--- src/rtl/mdl_dmadreg_wordbuf_pkg.sv ---
// Shared definitions for the DMA data-register word buffer.
//   state_e      : word-buffer FSM encoding
//   WORD_W/BYTE_W: data path widths
//   HOLD_CYC_*   : legal range of the post-ACK hold time, in 2 MHz ticks
//   hold_load()  : counter preload for a given hold time, clamped to the range
package mdl_dmadreg_wordbuf_pkg;

    localparam int WORD_W       = 16;
    localparam int BYTE_W       = 8;
    localparam int HOLD_CYC_MIN = 1;
    localparam int HOLD_CYC_MAX = 15;

    typedef enum logic [1:0] {
        ST_IDLE = 2'd0,
        ST_REQ  = 2'd1,
        ST_HOLD = 2'd2,
        ST_END  = 2'd3
    } state_e;

    // The counter is checked for zero before decrementing, so HOLD lasts
    // preload+1 ticks; preload is therefore HOLD_CYC-1.
    function automatic logic [3:0] hold_load(input int cyc);
        if (cyc < HOLD_CYC_MIN) return 4'd0;
        if (cyc > HOLD_CYC_MAX) return 4'd14;
        return 4'(cyc - 1);
    endfunction

endpackage

--- src/rtl/mdl_dmadreg_wordbuf_if.sv ---
// Byte-in / word-out bus of the DMA data-register word buffer.
//   slave  : used by mdl_dmadreg_wordbuf (byte strobes and ACK in, word/REQ out)
//   master : used by the driving side
// Optional macro MDL_DMADREG_WORDBUF_BYTESWAP_EN adds i_SWAP.
interface mdl_dmadreg_wordbuf_if;
    import mdl_dmadreg_wordbuf_pkg::*;

    logic [BYTE_W-1:0] i_BYTE_DATA;
    logic              i_NEWBYTE;
    logic              i_DMADREG_BDHI_LD;
    logic              i_DMADREG_BDLO_LD;
    logic              i_DMA_ACK;
    logic              i_DMA_ABORT;
`ifdef MDL_DMADREG_WORDBUF_BYTESWAP_EN
    logic              i_SWAP;
`endif
    logic              o_DMA_REQ;
    logic [WORD_W-1:0] o_DMA_DATA;
    logic              o_DMA_WORD_END;
    logic              o_BUSY;
    logic              o_OVRN;

    modport slave (
`ifdef MDL_DMADREG_WORDBUF_BYTESWAP_EN
        input  i_SWAP,
`endif
        input  i_BYTE_DATA, i_NEWBYTE, i_DMADREG_BDHI_LD, i_DMADREG_BDLO_LD,
        input  i_DMA_ACK, i_DMA_ABORT,
        output o_DMA_REQ, o_DMA_DATA, o_DMA_WORD_END, o_BUSY, o_OVRN
    );

    modport master (
`ifdef MDL_DMADREG_WORDBUF_BYTESWAP_EN
        output i_SWAP,
`endif
        output i_BYTE_DATA, i_NEWBYTE, i_DMADREG_BDHI_LD, i_DMADREG_BDLO_LD,
        output i_DMA_ACK, i_DMA_ABORT,
        input  o_DMA_REQ, o_DMA_DATA, o_DMA_WORD_END, o_BUSY, o_OVRN
    );

endinterface

--- src/rtl/mdl_dmadreg_holdcnt.sv ---
// 4-bit loadable down-counter advancing only on clock-enable ticks.
//   clk_i, rst_i  : clock, synchronous active-high reset
//   tick_i        : clock enable (one 2 MHz tick)
//   load_i        : load load_val_i (priority over dec_i)
//   load_val_i    : preload value
//   dec_i         : decrement by one, saturating at zero
//   zero_o        : counter is zero
module mdl_dmadreg_holdcnt (
    input  logic       clk_i,
    input  logic       rst_i,
    input  logic       tick_i,
    input  logic       load_i,
    input  logic [3:0] load_val_i,
    input  logic       dec_i,
    output logic       zero_o
);

    logic [3:0] cnt_q, cnt_d;

    always_comb begin
        cnt_d = cnt_q;
        if (load_i)
            cnt_d = load_val_i;
        else if (dec_i && cnt_q != 4'd0)
            cnt_d = cnt_q - 4'd1;
    end

    always_ff @(posedge clk_i) begin
        if (rst_i)
            cnt_q <= 4'd0;
        else if (tick_i)
            cnt_q <= cnt_d;
    end

    assign zero_o = (cnt_q == 4'd0);

endmodule

--- src/rtl/mdl_dmadreg_wordbuf.sv ---
// DMA data-register word buffer: assembles HI/LO bytes into a 16-bit word,
// double-buffers it into an output latch and runs REQ/ACK toward the bus,
// returning a one-tick WORD_END to the upstream HI/LO load controller.
//   i_MCLK          : master clock
//   i_SYS_RST       : synchronous reset, active-high
//   i_CLK2M_PCEN_n  : 2 MHz enable, active-low; state moves only when low
//   bus (slave)     : byte strobes, ACK/ABORT in; REQ, DATA, WORD_END, BUSY, OVRN out
// Parameters: HOLD_CYC (1..15) ticks of data hold after ACK;
//             ABORT_END (1 = abort still pulses WORD_END, 0 = silent).
// Optional macro MDL_DMADREG_WORDBUF_BYTESWAP_EN: i_SWAP=1 latches {LO,HI}.
module mdl_dmadreg_wordbuf
    import mdl_dmadreg_wordbuf_pkg::*;
#(
    parameter int HOLD_CYC  = 2,
    parameter int ABORT_END = 1
) (
    input  logic                  i_MCLK,
    input  logic                  i_SYS_RST,
    input  logic                  i_CLK2M_PCEN_n,
    mdl_dmadreg_wordbuf_if.slave  bus
);

    localparam logic [3:0] HOLD_LOAD = hold_load(HOLD_CYC);

    state_e            state_q, state_d;
    logic [BYTE_W-1:0] asm_hi_q, asm_hi_d;
    logic [WORD_W-1:0] data_q, data_d;
    logic              ovrn_q, ovrn_d;

    logic tick;
    logic lo_ld, hi_ld, can_accept;
    logic cnt_load, cnt_dec, cnt_zero;
    logic [WORD_W-1:0] new_word;

    assign tick  = ~i_CLK2M_PCEN_n;
    assign lo_ld = bus.i_NEWBYTE & bus.i_DMADREG_BDLO_LD;
    // Both strobes high counts as a LO load only.
    assign hi_ld = bus.i_NEWBYTE & bus.i_DMADREG_BDHI_LD & ~bus.i_DMADREG_BDLO_LD;
    // END may accept a new word: its output latch has already been consumed.
    assign can_accept = (state_q == ST_IDLE) || (state_q == ST_END);

`ifdef MDL_DMADREG_WORDBUF_BYTESWAP_EN
    assign new_word = bus.i_SWAP ? {bus.i_BYTE_DATA, asm_hi_q}
                                 : {asm_hi_q, bus.i_BYTE_DATA};
`else
    assign new_word = {asm_hi_q, bus.i_BYTE_DATA};
`endif

    always_comb begin
        state_d  = state_q;
        asm_hi_d = asm_hi_q;
        data_d   = data_q;
        ovrn_d   = ovrn_q;
        cnt_load = 1'b0;
        cnt_dec  = 1'b0;

        if (hi_ld)
            asm_hi_d = bus.i_BYTE_DATA;

        if (lo_ld) begin
            if (can_accept)
                data_d = new_word;
            else
                ovrn_d = 1'b1;
        end

        case (state_q)
            ST_IDLE: begin
                if (lo_ld)
                    state_d = ST_REQ;
            end
            ST_REQ: begin
                if (bus.i_DMA_ABORT)
                    state_d = (ABORT_END != 0) ? ST_END : ST_IDLE;
                else if (bus.i_DMA_ACK) begin
                    cnt_load = 1'b1;
                    state_d  = ST_HOLD;
                end
            end
            ST_HOLD: begin
                if (bus.i_DMA_ABORT)
                    state_d = (ABORT_END != 0) ? ST_END : ST_IDLE;
                else if (cnt_zero)
                    state_d = ST_END;
                else
                    cnt_dec = 1'b1;
            end
            ST_END: begin
                state_d = lo_ld ? ST_REQ : ST_IDLE;
            end
            default: state_d = ST_IDLE;
        endcase
    end

    always_ff @(posedge i_MCLK) begin
        if (i_SYS_RST) begin
            state_q  <= ST_IDLE;
            asm_hi_q <= '0;
            data_q   <= '0;
            ovrn_q   <= 1'b0;
        end else if (tick) begin
            state_q  <= state_d;
            asm_hi_q <= asm_hi_d;
            data_q   <= data_d;
            ovrn_q   <= ovrn_d;
        end
    end

    mdl_dmadreg_holdcnt u_holdcnt (
        .clk_i      (i_MCLK),
        .rst_i      (i_SYS_RST),
        .tick_i     (tick),
        .load_i     (cnt_load),
        .load_val_i (HOLD_LOAD),
        .dec_i      (cnt_dec),
        .zero_o     (cnt_zero)
    );

    assign bus.o_DMA_REQ      = (state_q == ST_REQ);
    assign bus.o_DMA_DATA     = data_q;
    assign bus.o_DMA_WORD_END = (state_q == ST_END);
    assign bus.o_BUSY         = (state_q != ST_IDLE);
    assign bus.o_OVRN         = ovrn_q;

endmodule

--- src/flat_wrapper.sv ---
// flat-port wrapper written by rule: the top's interface ports become plain ports
module mdl_dmadreg_wordbuf_flat import mdl_dmadreg_wordbuf_pkg::*;
#(
    parameter int HOLD_CYC  = 2,
    parameter int ABORT_END = 1
)
  (i_MCLK, i_SYS_RST, i_CLK2M_PCEN_n, bus_i_BYTE_DATA, bus_i_NEWBYTE, bus_i_DMADREG_BDHI_LD, bus_i_DMADREG_BDLO_LD, bus_i_DMA_ACK, bus_i_DMA_ABORT, bus_o_DMA_REQ, bus_o_DMA_DATA, bus_o_DMA_WORD_END, bus_o_BUSY, bus_o_OVRN);
  mdl_dmadreg_wordbuf_if bus_i ();
  input  logic i_MCLK;
  input  logic i_SYS_RST;
  input  logic i_CLK2M_PCEN_n;
  input wire logic [$bits(bus_i.i_BYTE_DATA)-1:0] bus_i_BYTE_DATA;
  input wire logic [$bits(bus_i.i_NEWBYTE)-1:0] bus_i_NEWBYTE;
  input wire logic [$bits(bus_i.i_DMADREG_BDHI_LD)-1:0] bus_i_DMADREG_BDHI_LD;
  input wire logic [$bits(bus_i.i_DMADREG_BDLO_LD)-1:0] bus_i_DMADREG_BDLO_LD;
  input wire logic [$bits(bus_i.i_DMA_ACK)-1:0] bus_i_DMA_ACK;
  input wire logic [$bits(bus_i.i_DMA_ABORT)-1:0] bus_i_DMA_ABORT;
  output wire logic [$bits(bus_i.o_DMA_REQ)-1:0] bus_o_DMA_REQ;
  output wire logic [$bits(bus_i.o_DMA_DATA)-1:0] bus_o_DMA_DATA;
  output wire logic [$bits(bus_i.o_DMA_WORD_END)-1:0] bus_o_DMA_WORD_END;
  output wire logic [$bits(bus_i.o_BUSY)-1:0] bus_o_BUSY;
  output wire logic [$bits(bus_i.o_OVRN)-1:0] bus_o_OVRN;
  assign bus_i.i_BYTE_DATA = bus_i_BYTE_DATA;
  assign bus_i.i_NEWBYTE = bus_i_NEWBYTE;
  assign bus_i.i_DMADREG_BDHI_LD = bus_i_DMADREG_BDHI_LD;
  assign bus_i.i_DMADREG_BDLO_LD = bus_i_DMADREG_BDLO_LD;
  assign bus_i.i_DMA_ACK = bus_i_DMA_ACK;
  assign bus_i.i_DMA_ABORT = bus_i_DMA_ABORT;
  assign bus_o_DMA_REQ = bus_i.o_DMA_REQ;
  assign bus_o_DMA_DATA = bus_i.o_DMA_DATA;
  assign bus_o_DMA_WORD_END = bus_i.o_DMA_WORD_END;
  assign bus_o_BUSY = bus_i.o_BUSY;
  assign bus_o_OVRN = bus_i.o_OVRN;
  mdl_dmadreg_wordbuf #(.HOLD_CYC(HOLD_CYC), .ABORT_END(ABORT_END)) u_core (.i_MCLK(i_MCLK), .i_SYS_RST(i_SYS_RST), .i_CLK2M_PCEN_n(i_CLK2M_PCEN_n), .bus(bus_i));
endmodule
--- config.mk ---
export PLATFORM = sky130hd
export DESIGN_NAME = mdl_dmadreg_wordbuf_flat
export DESIGN_NICKNAME = d
export VERILOG_FILES = /design/src/rtl/mdl_dmadreg_wordbuf_pkg.sv /design/src/rtl/mdl_dmadreg_wordbuf_if.sv /design/src/rtl/mdl_dmadreg_holdcnt.sv /design/src/rtl/mdl_dmadreg_wordbuf.sv /design/src/flat_wrapper.sv
export SDC_FILE = /design/constraint.sdc
export NUM_CORES = 1
export LEC_CHECK = 0
export ABC_AREA = 1
export CORE_MARGIN = 2
export CORE_UTILIZATION = 57
export DETAILED_ROUTE_END_ITERATION = 12
export DONT_BUFFER_PORTS = 1
export PLACE_DENSITY = 0.78
export SYNTH_ARGS = -nofsm -noshare
export SYNTH_HDL_FRONTEND = slang
export SYNTH_SLANG_ARGS = --single-unit
--- constraint.sdc ---
create_clock -name i_MCLK -period 2.2 [get_ports i_MCLK]
set_clock_uncertainty 0.15 [all_clocks]
set_input_delay 0.22 -clock i_MCLK [delete_from_list [all_inputs] [get_ports i_MCLK]]
set_output_delay 0.22 -clock i_MCLK [all_outputs]
set_load 0.05 [all_outputs]
==> results of run 1 <==
-- report_power, final --
| part | switching, uW | internal (uW) | leakage, uW |
|---|---|---|---|
| sequential | 93.1 | 594 | 0.000252 |
| clock | 183 | 188 | 0.0000386 |
| combinational | 120 | 64.3 | 0.000475 |
-- flip-flops by register name, indices dropped and copies added, names as in the netlist --
| signal | flops |
|---|---|
| u_core.bus.o_OVRN | 1 |
| u_core.u_holdcnt.cnt_q | 4 |
| u_core.state_q | 2 |
| u_core.asm_hi_q | 8 |
| u_core.bus.o_DMA_DATA | 16 |
-- layout by cell type, fill, tap and decap left out --
cell / n
clkbuf_4: 5
clkbuf_8: 2
inv_1: 16
o21ai_0: 21
nor2_2: 2
o21ai_1: 3
ha_2: 1
nand2_1: 23
ha_1: 5
nand3_1: 7
buf_4: 2
inv_4: 1
dlygate4sd3_1: 11
nand2_2: 1
xor2_1: 1
dfxtp_1: 31
nor2_1: 70
clkbuf_1: 1
a21oi_1: 3
nor3_4: 2
-- worst max-delay path by stage --
stage	startpoint	to	slack [ps]	cells after the start
final	u_core.state_q[0]$_SDFFE_PP0P_	u_core.bus.o_DMA_DATA[9]$_SDFFE_PP0P_	290	6
after global routing	u_core.state_q[1]$_SDFFE_PP0P_	u_core.bus.o_DMA_DATA[9]$_SDFFE_PP0P_	100	6
after global placement	u_core.state_q[1]$_SDFFE_PP0P_	u_core.u_holdcnt.cnt_q[3]$_SDFFE_PP0P_	310	8
after detailed placement	u_core.state_q[1]$_SDFFE_PP0P_	u_core.u_holdcnt.cnt_q[3]$_SDFFE_PP0P_	220	8
after floorplan	u_core.state_q[1]$_SDFFE_PP0P_	u_core.u_holdcnt.cnt_q[3]$_SDFFE_PP0P_	400	7
after CTS	u_core.state_q[1]$_SDFFE_PP0P_	u_core.u_holdcnt.cnt_q[3]$_SDFFE_PP0P_	190	8
-- stage by stage --
step,total power [uW],area [um^2]
floorplan,838,1380
global placement,857,1390
detailed placement,864,1390
CTS,1250,1570
global route,1300,1570
finish,1240,1570
-- what timing repair did --
action | in CTS | in global routing
gates resized for setup | 0 | 1
setup endpoints to repair | 0 | 2
hold buffers | 11 | 0
endpoints found under the hold margin | 20 | 0
-- cell families (layout without fill, tap and decap cells) --
family	Yosys count	in the layout	share of synthesized area
simple gates	105	105	0.316
buf+inv	22	38	0.0736
compound gates	27	27	0.0982
flops	31	31	0.451
fa+ha+maj	6	6	0.0545
xor+xnor	1	1	0.00636
-- routing by layer --
layer  wire, um  share of wire  vias to the layer above  track usage
met5          0              0                        -            0
met2       1420           0.52                       30        0.421
met1       1120           0.40                      544        0.244
li1           -              -                      631            -
met4         65          0.024                        0        0.141
met3        155          0.056                        9       0.0565
-- area by class of cell --
cell class / count / area share
inverter: 17 / 0.0422
multi-input combinational: 139 / 0.418
sequential: 31 / 0.395
timing repair buffer: 13 / 0.0796
tap: 28 / 0.0223
clock buffer: 8 / 0.0438
-- worst max-delay path: stages (launching register included) --
cell	delay (ps)
dfxtp_1	400
inv_1	100
ha_1	370
nor3_4	350
buf_4	240
o21ai_0	90
nor2_1	140
==> reports/metrics.cfg, run 1 <==
[clocking]
cts-root-buf = clkbuf_4
clock_latency_ps = 330
cts.clk_slew.worst_paths_ps = 90
cts.htree.levels = 2
cts_sinks = 31
clockBufferDepth = 2
tritoncts = done
post-cts-setup-buffer-count = 0
numCtsBuffers = 5

[timing]
setup_slack_ps = 286
rsz0062_at_grt = no
fin_hold_ws_ps = 16.2
finalCritPeriodShare = 0.870
setup_viol = 0
max_slew.worst_pin.slew_ps = 706
maxSlewHeadroom = 0.529
drv_slew = 0
min_period_ps = 1910
hold_violations = 0
max_freq_mhz = 522
finalSetupTns_ps = 0

[global_routing]
grt_pass1_vias = 1116
grt_usage = 0.235
grt_pass1_wl_um = 4640
grt_antenna_before_repair = 0
grt_max_degree = 31
overflow = 0

[synthesis]
synthesis.nets = 214
yosysTopAreaCellShare = 0.451
synthDominantAreaCellType = dfxtp_1
ys.flop_type = dfxtp_1
synth-edff-count = 0
synth_common_cells = nor2_1, dfxtp_1, nand2_1
ys.warnings.count = 0
yosysSeqAreaShare = 0.451
synthCells = 192
ys_seq_elements = 31
synth_area_um2 = 1380
yosysMostFrequentCell = nor2_1
synthArstFlopShare = 0
synth_area_leaders = dfxtp_1, nor2_1, o21ai_0, nand2_1, ha_1
synth_cell_types = 17
avgSynthCellArea_um2 = 7.17

[min_path]
hold_depth = 3
whs_endpoint = u_core.asm_hi_q[1]$_SDFFE_PP0P_
min_path_type = in2reg
hold_start = bus_i_DMADREG_BDLO_LD

[finish]
fillers = 185
antenna_cells = 0
multiInputGateArea_um2 = 657
finalNonFillerCells = 236
nNetsFinal = 229
fin_util = 0.698
seqCellArea_um2 = 621
area_delta_synth_final_pct = 14.3
drive_gt1_frac = 0.0769

[placed_design]
gp_congestion = 0.712
place_inst = 217
io_buffers = 0
dpl.hpwl_um = 1850
dpl_worst_slack_ps = 221

[detailed_routing]
routed_wl_um = 2760
route.detailed.drc = 0
vias_per_cell = 5.14
drt_iter0_markers = 33
wl_per_cell_um = 11.7
first_pass_iters = 4
drtAntennaViolNets = 0
vias = 1214

[floorplan]
coreArea_um2 = 2250
fp.dieW_um = 53.1
io_pins = 36
die_area_um2 = 2820
rows = 17
initial_core_util = 0.610
die_h_um = 53.1

[critical_path]
crit_fanout = 11
timing.rr.start = u_core.state_q[0]$_SDFFE_PP0P_
cp-end-kind = register
ff2ff_setup_slack_ps = 290
timing.rr.end = u_core.bus.o_DMA_DATA[9]$_SDFFE_PP0P_
worstSetupPathType = reg2reg
worstPathRequired_ps = 2320
arrival_ps = 2030
rr_worst_depth = 6
worstSetupStartpointType = register

[power_and_ir_drop]
power_leakage_uw = 0.000766
ir_drop_uv = 679
p_per_area_nw_per_um2 = 789

[job]
drv_cap = 0

[run_status]
outcome = finished clean

Note: power is estimated with default switching activity, not from simulation.
==> run 2: changes to the inputs <==
Settings changed: ABC_CLOCK_PERIOD_IN_PS from default to 2200, CORE_UTILIZATION 57 to 40, PLACE_DENSITY 0.78 to 0.6.
==> run 2 against run 1 <==
Clock power up 25%. Final area grew 2.4%. Combinational power about the same. Largest cell class unchanged. Critical path depth increased by 2. Via count shrank 0.91%. Critical endpoint is now u_core.u_holdcnt.cnt_q[3]$_SDFFE_PP0P_. Largest power group unchanged.
==> reports/metrics.cfg, run 2 (synthesis gave the netlist of run 1 again) <==
[power_and_ir_drop]
ir_drop_uv = 455  ; -33%
pwr-share-clk = 0.348  ; +0.049
p_int_uw = 925  ; +9.4%
p_seq_frac = 0.514  ; -0.039
p_sw_uw = 411  ; +3.7%
p_per_area_nw_per_um2 = 830  ; +5.1%
power_leakage_uw = 0.000777  ; +1.4%
combPwrFrac = 0.138  ; -0.010
p_sw_frac = 0.307  ; -0.0115
total_power_uw = 1340  ; +7.6%

[timing]
rsz0062_at_grt = no
finalCritPeriodShare = 0.911  ; +0.0412
max_freq_mhz = 499  ; -4.5%
hold_violations = 0  ; unchanged
drv_slew = 0  ; unchanged
max_slew.worst_pin.slew_ps = 744  ; +38.0 ps
finalSetupTns_ps = 0  ; unchanged
setup_viol = 0  ; unchanged
min_period_ps = 2000  ; +90.5 ps
maxSlewHeadroom = 0.503  ; -0.0254

[finish]
drive_gt1_frac = 0.0769  ; unchanged
nNetsFinal = 229  ; unchanged
seqCellArea_um2 = 621  ; unchanged
final_cell_mix = nor2_1, dfxtp_1, nand2_1
area_delta_synth_final_pct = 17.0
fillers = 358  ; +94%
final_common_cell = nor2_1
largest_register_ffs = 16  ; unchanged
multiInputGateArea_um2 = 654  ; -0.38%
antenna_cells = 0  ; unchanged

[floorplan]
coreArea_um2 = 3310  ; +47%
die_area_um2 = 3930  ; +39%
initial_core_util = 0.416  ; -0.195
fp.dieW_um = 62.7  ; +18%
io_pins = 36  ; unchanged
die_h_um = 62.7  ; +18%
rows = 21  ; +4

[min_path]
min_path_type = in2reg

[critical_path]
ff2ff_setup_slack_ps = 200  ; -90 ps
worstSetupStartpointType = register
worstPathRequired_ps = 2320  ; about the same
cp-end-kind = register
worstSetupPathType = reg2reg
arrival_ps = 2130  ; +100 ps
crit_fanout = 6  ; -5

[global_routing]
grt_pass1_vias = 1110  ; -0.54%
grt_pass1_wl_um = 4840  ; +4.5%
grt_antenna_before_repair = 0  ; unchanged
grt_max_degree = 31  ; unchanged
grt_usage = 0.157  ; -0.0779
overflow = 0  ; unchanged

[placed_design]
dpl.hpwl_um = 2030  ; +9.8%
gp_congestion = 0.931  ; +31%
io_buffers = 0  ; unchanged

[detailed_routing]
drt_iter0_markers = 48  ; +45%
vias_per_cell = 4.74  ; -7.9%
drtAntennaViolNets = 0  ; unchanged
routed_wl_um = 2950  ; +6.9%
first_pass_iters = 4  ; unchanged
vias = 1203  ; -0.91%
route.detailed.drc = 0  ; unchanged
wl_per_cell_um = 11.6  ; -0.69%

[job]
drv_cap = 0  ; unchanged

[run_status]
outcome = finished clean

[clocking]
clock_latency_ps = 340  ; about the same
cts-root-buf = clkbuf_4
cts.clk_slew.worst_paths_ps = 100  ; about the same
cts.htree.levels = 2  ; unchanged
numCtsBuffers = 5  ; unchanged
clockBufferDepth = 2  ; unchanged
cts_sinks = 31  ; unchanged
tritoncts = done

## run 2: cell count changes in the layout (fill, tap and decap cells not counted), sizes merged
cell / delta
bufinv: +1
clkbuf: -2
clkinv: +1
## run 2: power by group through the flow
stage,Sequential (uW),Clock [uW],Combinational (uW)
2_1_floorplan,694,0,144
3_3_place_gp,700,0,161
3_5_place_dp,700,0,166
4_1_cts,688,471,185
5_1_grt,692,503,207
6_report,687,465,184
## run 2: through the flow
stage	std cells	util	hold WS, ps	worst slack, ps	area, um^2
floorplan	192	-	142	402	1380
global placement	235	0.427	145	261	1410
detailed placement	235	0.427	154	215	1410
CTS	254	0.486	3.99	187	1610
global route	254	0.486	14.9	1.57	1610
finish	254	0.486	11.8	195	1610
## run 2: path summary, 6_finish.rpt
| kind | endpoint | cells after the start | start |
|---|---|---|---|
| max | u_core.u_holdcnt.cnt_q[3]$_SDFFE_PP0P_ | 8 | u_core.state_q[1]$_SDFFE_PP0P_ |
| min | u_core.asm_hi_q[0]$_SDFFE_PP0P_ | 3 | bus_i_DMADREG_BDLO_LD |
| max reg2reg | u_core.u_holdcnt.cnt_q[3]$_SDFFE_PP0P_ | 8 | u_core.state_q[1]$_SDFFE_PP0P_ |
| min reg2reg | u_core.bus.o_DMA_DATA[11]$_SDFFE_PP0P_ | 2 | u_core.asm_hi_q[3]$_SDFFE_PP0P_ |
## run 2: routing by layer
layer  track usage  wire, um  up-vias
met5             0         0        -
li1              -         -      625
met1         0.172      1320      544
met3        0.0613       179        6
met2         0.269      1400       28
met4        0.0667        58        0
## run 2: critical path, stage by stage (launching register included)
cell and delay [ps]:
dfxtp_1 350, inv_1 100, ha_1 540, nand3_1 310
nand2_1 210, nand2_1 80, nand2_1 60, nand2_1 40
nor2_1 100
## run 2: what timing repair did
item,4_1_cts,5_1_grt
buffers inserted,0,0
endpoints found under the hold margin,21,0
hold buffers,11,0
resized for setup,0,0
## run 2: layout make-up
| type | instances | share of cell area |
|---|---|---|
| clock buffers | 6 | 0.0319 |
| clock inverters | 2 | 0.0218 |
| inverters | 17 | 0.0412 |
| multi-input cells | 139 | 0.406 |
| flip-flops and latches | 31 | 0.385 |
| well taps | 46 | 0.0357 |
| repair buffers | 13 | 0.0777 |
==> run 3: changes to the inputs <==
Settings changed: CELL_PAD_IN_SITES_DETAIL_PLACEMENT from default to 0, CELL_PAD_IN_SITES_GLOBAL_PLACEMENT from default to 1, PLACE_DENSITY 0.6 to 0.7.
==> run 3 against run 2 <==
Core utilization down 0.076 points. Register-to-register slack better by 120 ps. Flip-flop and latch count unchanged. Count of clock-buffer cells in the layout up 2. Setup slack better by 120 ps. Global-route usage up 0.25 points. Sequential power about the same. Die area unchanged. Fmax up 6.4%. Largest cell class unchanged.
==> reports/metrics.cfg, run 3 (synthesis gave the netlist of run 1 again) <==
[run_status]
outcome = finished clean

[clocking]
clock_latency_ps = 320  ; -20 ps
clockBufferDepth = 2  ; unchanged
cts-root-buf = clkbuf_4
numCtsBuffers = 5  ; unchanged
cts_sinks = 31  ; unchanged
tritoncts = done
cts.htree.levels = 2  ; unchanged
post-cts-setup-buffer-count = 0  ; unchanged
cts.clk_slew.worst_paths_ps = 90  ; about the same

[timing]
max_slew.worst_pin.slew_ps = 721  ; -23.3 ps
hold_violations = 0  ; unchanged
setup_viol = 0  ; unchanged
min_period_ps = 1880  ; -121 ps
maxSlewHeadroom = 0.519  ; +0.0156
finalCritPeriodShare = 0.856  ; -0.0549
finalSetupTns_ps = 0  ; unchanged
drv_slew = 0  ; unchanged
max_freq_mhz = 531  ; +6.4%
rsz0062_at_grt = no

[placed_design]
dpl.hpwl_um = 2080  ; +2.4%
placed_cell_area_um2 = 1430  ; +1.1%
io_buffers = 0  ; unchanged
gp_congestion = 0.762  ; -18%

[detailed_routing]
vias = 1220  ; +1.4%
wl_per_cell_um = 11.4  ; -1.7%
route.detailed.drc = 0  ; unchanged
drt_iter0_markers = 62  ; +29%
drtAntennaViolNets = 0  ; unchanged
first_pass_iters = 4  ; unchanged
vias_per_cell = 4.77  ; +0.62%
routed_wl_um = 2920  ; -0.95%

[critical_path]
worstSetupPathType = reg2reg
arrival_ps = 1990  ; -140 ps
path_delay_family = simple AND/OR/NAND/NOR gates
critPathSlowestCell = dfxtp_1
crit_start = u_core.state_q[0]$_SDFFE_PP0P_
cpPeakStageDelay_ps = 400  ; -140 ps
cp_num_buf_inv = 2  ; +1
timing.rr.start = u_core.state_q[0]$_SDFFE_PP0P_
path_cells = inv_1 > ha_1 > nor3_4 > buf_4 > o21ai_0 > nor2_1
worstSetupStartpointType = register
cp-end-kind = register
worstPathRequired_ps = 2310  ; about the same
crit_fanout = 12  ; +6

[power_and_ir_drop]
ir_drop_uv = 428  ; -5.9%
combPwrFrac = 0.150  ; +0.012
power_leakage_uw = 0.000778  ; +0.13%
p_per_area_nw_per_um2 = 775  ; -6.6%
p_sw_frac = 0.320  ; +0.0125
p_seq_frac = 0.551  ; +0.037
pwr-share-clk = 0.299  ; -0.049
p_int_uw = 847  ; -8.4%
p_sw_uw = 399  ; -2.9%

[global_routing]
grt_pass1_vias = 1158  ; +4.3%
grt_usage = 0.159  ; +0.00254
grt_antenna_before_repair = 0  ; unchanged
grt_pass1_wl_um = 4900  ; +1.2%
overflow = 0  ; unchanged
grt_max_degree = 31  ; unchanged

[job]
drv_cap = 0  ; unchanged

[floorplan]
coreArea_um2 = 3310  ; unchanged
rows = 21  ; unchanged
fp.dieW_um = 62.7  ; unchanged
initial_core_util = 0.416  ; unchanged
io_pins = 36  ; unchanged
die_area_um2 = 3930  ; unchanged
die_h_um = 62.7  ; unchanged

[finish]
fin_util = 0.486  ; -0.000756
antenna_cells = 0  ; unchanged
drive_gt1_frac = 0.0810  ; +0.00403
nNetsFinal = 231  ; +0.87%
final_common_cell = nor2_1
final_cell_mix = nor2_1, dfxtp_1, nand2_1
fillers = 369  ; +3.1%
largest_register_ffs = 16  ; unchanged
design_area_um2 = 1610  ; -0.16%
area_delta_synth_final_pct = 16.8

[min_path]
min_path_type = in2reg
hold_start = i_CLK2M_PCEN_n

run 3: layout make-up:
cell class | count | area [um^2] | area share
multi-input cells | 139 | 654 | 0.407
well taps | 46 | 57.6 | 0.0358
inverters | 17 | 66.3 | 0.0412
clock buffers | 8 | 68.8 | 0.0428
repair buffers | 15 | 140 | 0.0872
flip-flops and latches | 31 | 621 | 0.386
run 3: power groups by stage:
stage               logic (uW)  clock network (uW)  registers [uW]
floorplan                  144                   0             694
global placement           167                   0             700
detailed placement         170                   0             701
CTS                        189                 387             688
global route               210                 412             691
finish                     186                 373             687
run 3: timing repair:
item                      CTS  global route
gates resized for setup     0             0
hold buffers               11             0
hold endpoints to repair   20             0
run 3: final timing paths:
| kind | end | slack (ps) | cells past startpoint |
|---|---|---|---|
| worst max-delay path | u_core.bus.o_DMA_DATA[7]$_SDFFE_PP0P_ | 320 | 6 |
| worst min-delay path | u_core.bus.o_DMA_DATA[0]$_SDFFE_PP0P_ | 30 | 3 |
| worst max register to register | u_core.bus.o_DMA_DATA[7]$_SDFFE_PP0P_ | 320 | 6 |
| worst min register to register | u_core.bus.o_DMA_DATA[15]$_SDFFE_PP0P_ | 340 | 2 |
run 3: metal layers:
layer | track usage | vias to the layer above | wire (um)
li1 | - | 630 | -
met1 | 0.160 | 557 | 1240
met2 | 0.300 | 26 | 1480
met3 | 0.0450 | 7 | 145
met4 | 0.0750 | 0 | 55
met5 | 0 | - | 0
run 3: worst register-to-register path, delay by kind of cell, from the launching register on:
family	cells	cell delay [ps]
adder cells (fa/ha/maj)	1	370
AND/OR/NAND/NOR	2	460
flip-flops	1	400
AO/OA/AOI/OAI	1	100
buffers and inverters	2	340
run 3: per-stage QoR:
step                cells  setup slack (ps)  power, uW  hold slack (ps)
floorplan             192               402        838              142
global placement      237               429        867              144
detailed placement    237               343        871              148
CTS                   256               312       1260             13.7
global route          256               169       1310             44.1
finish                256               316       1250             34.6
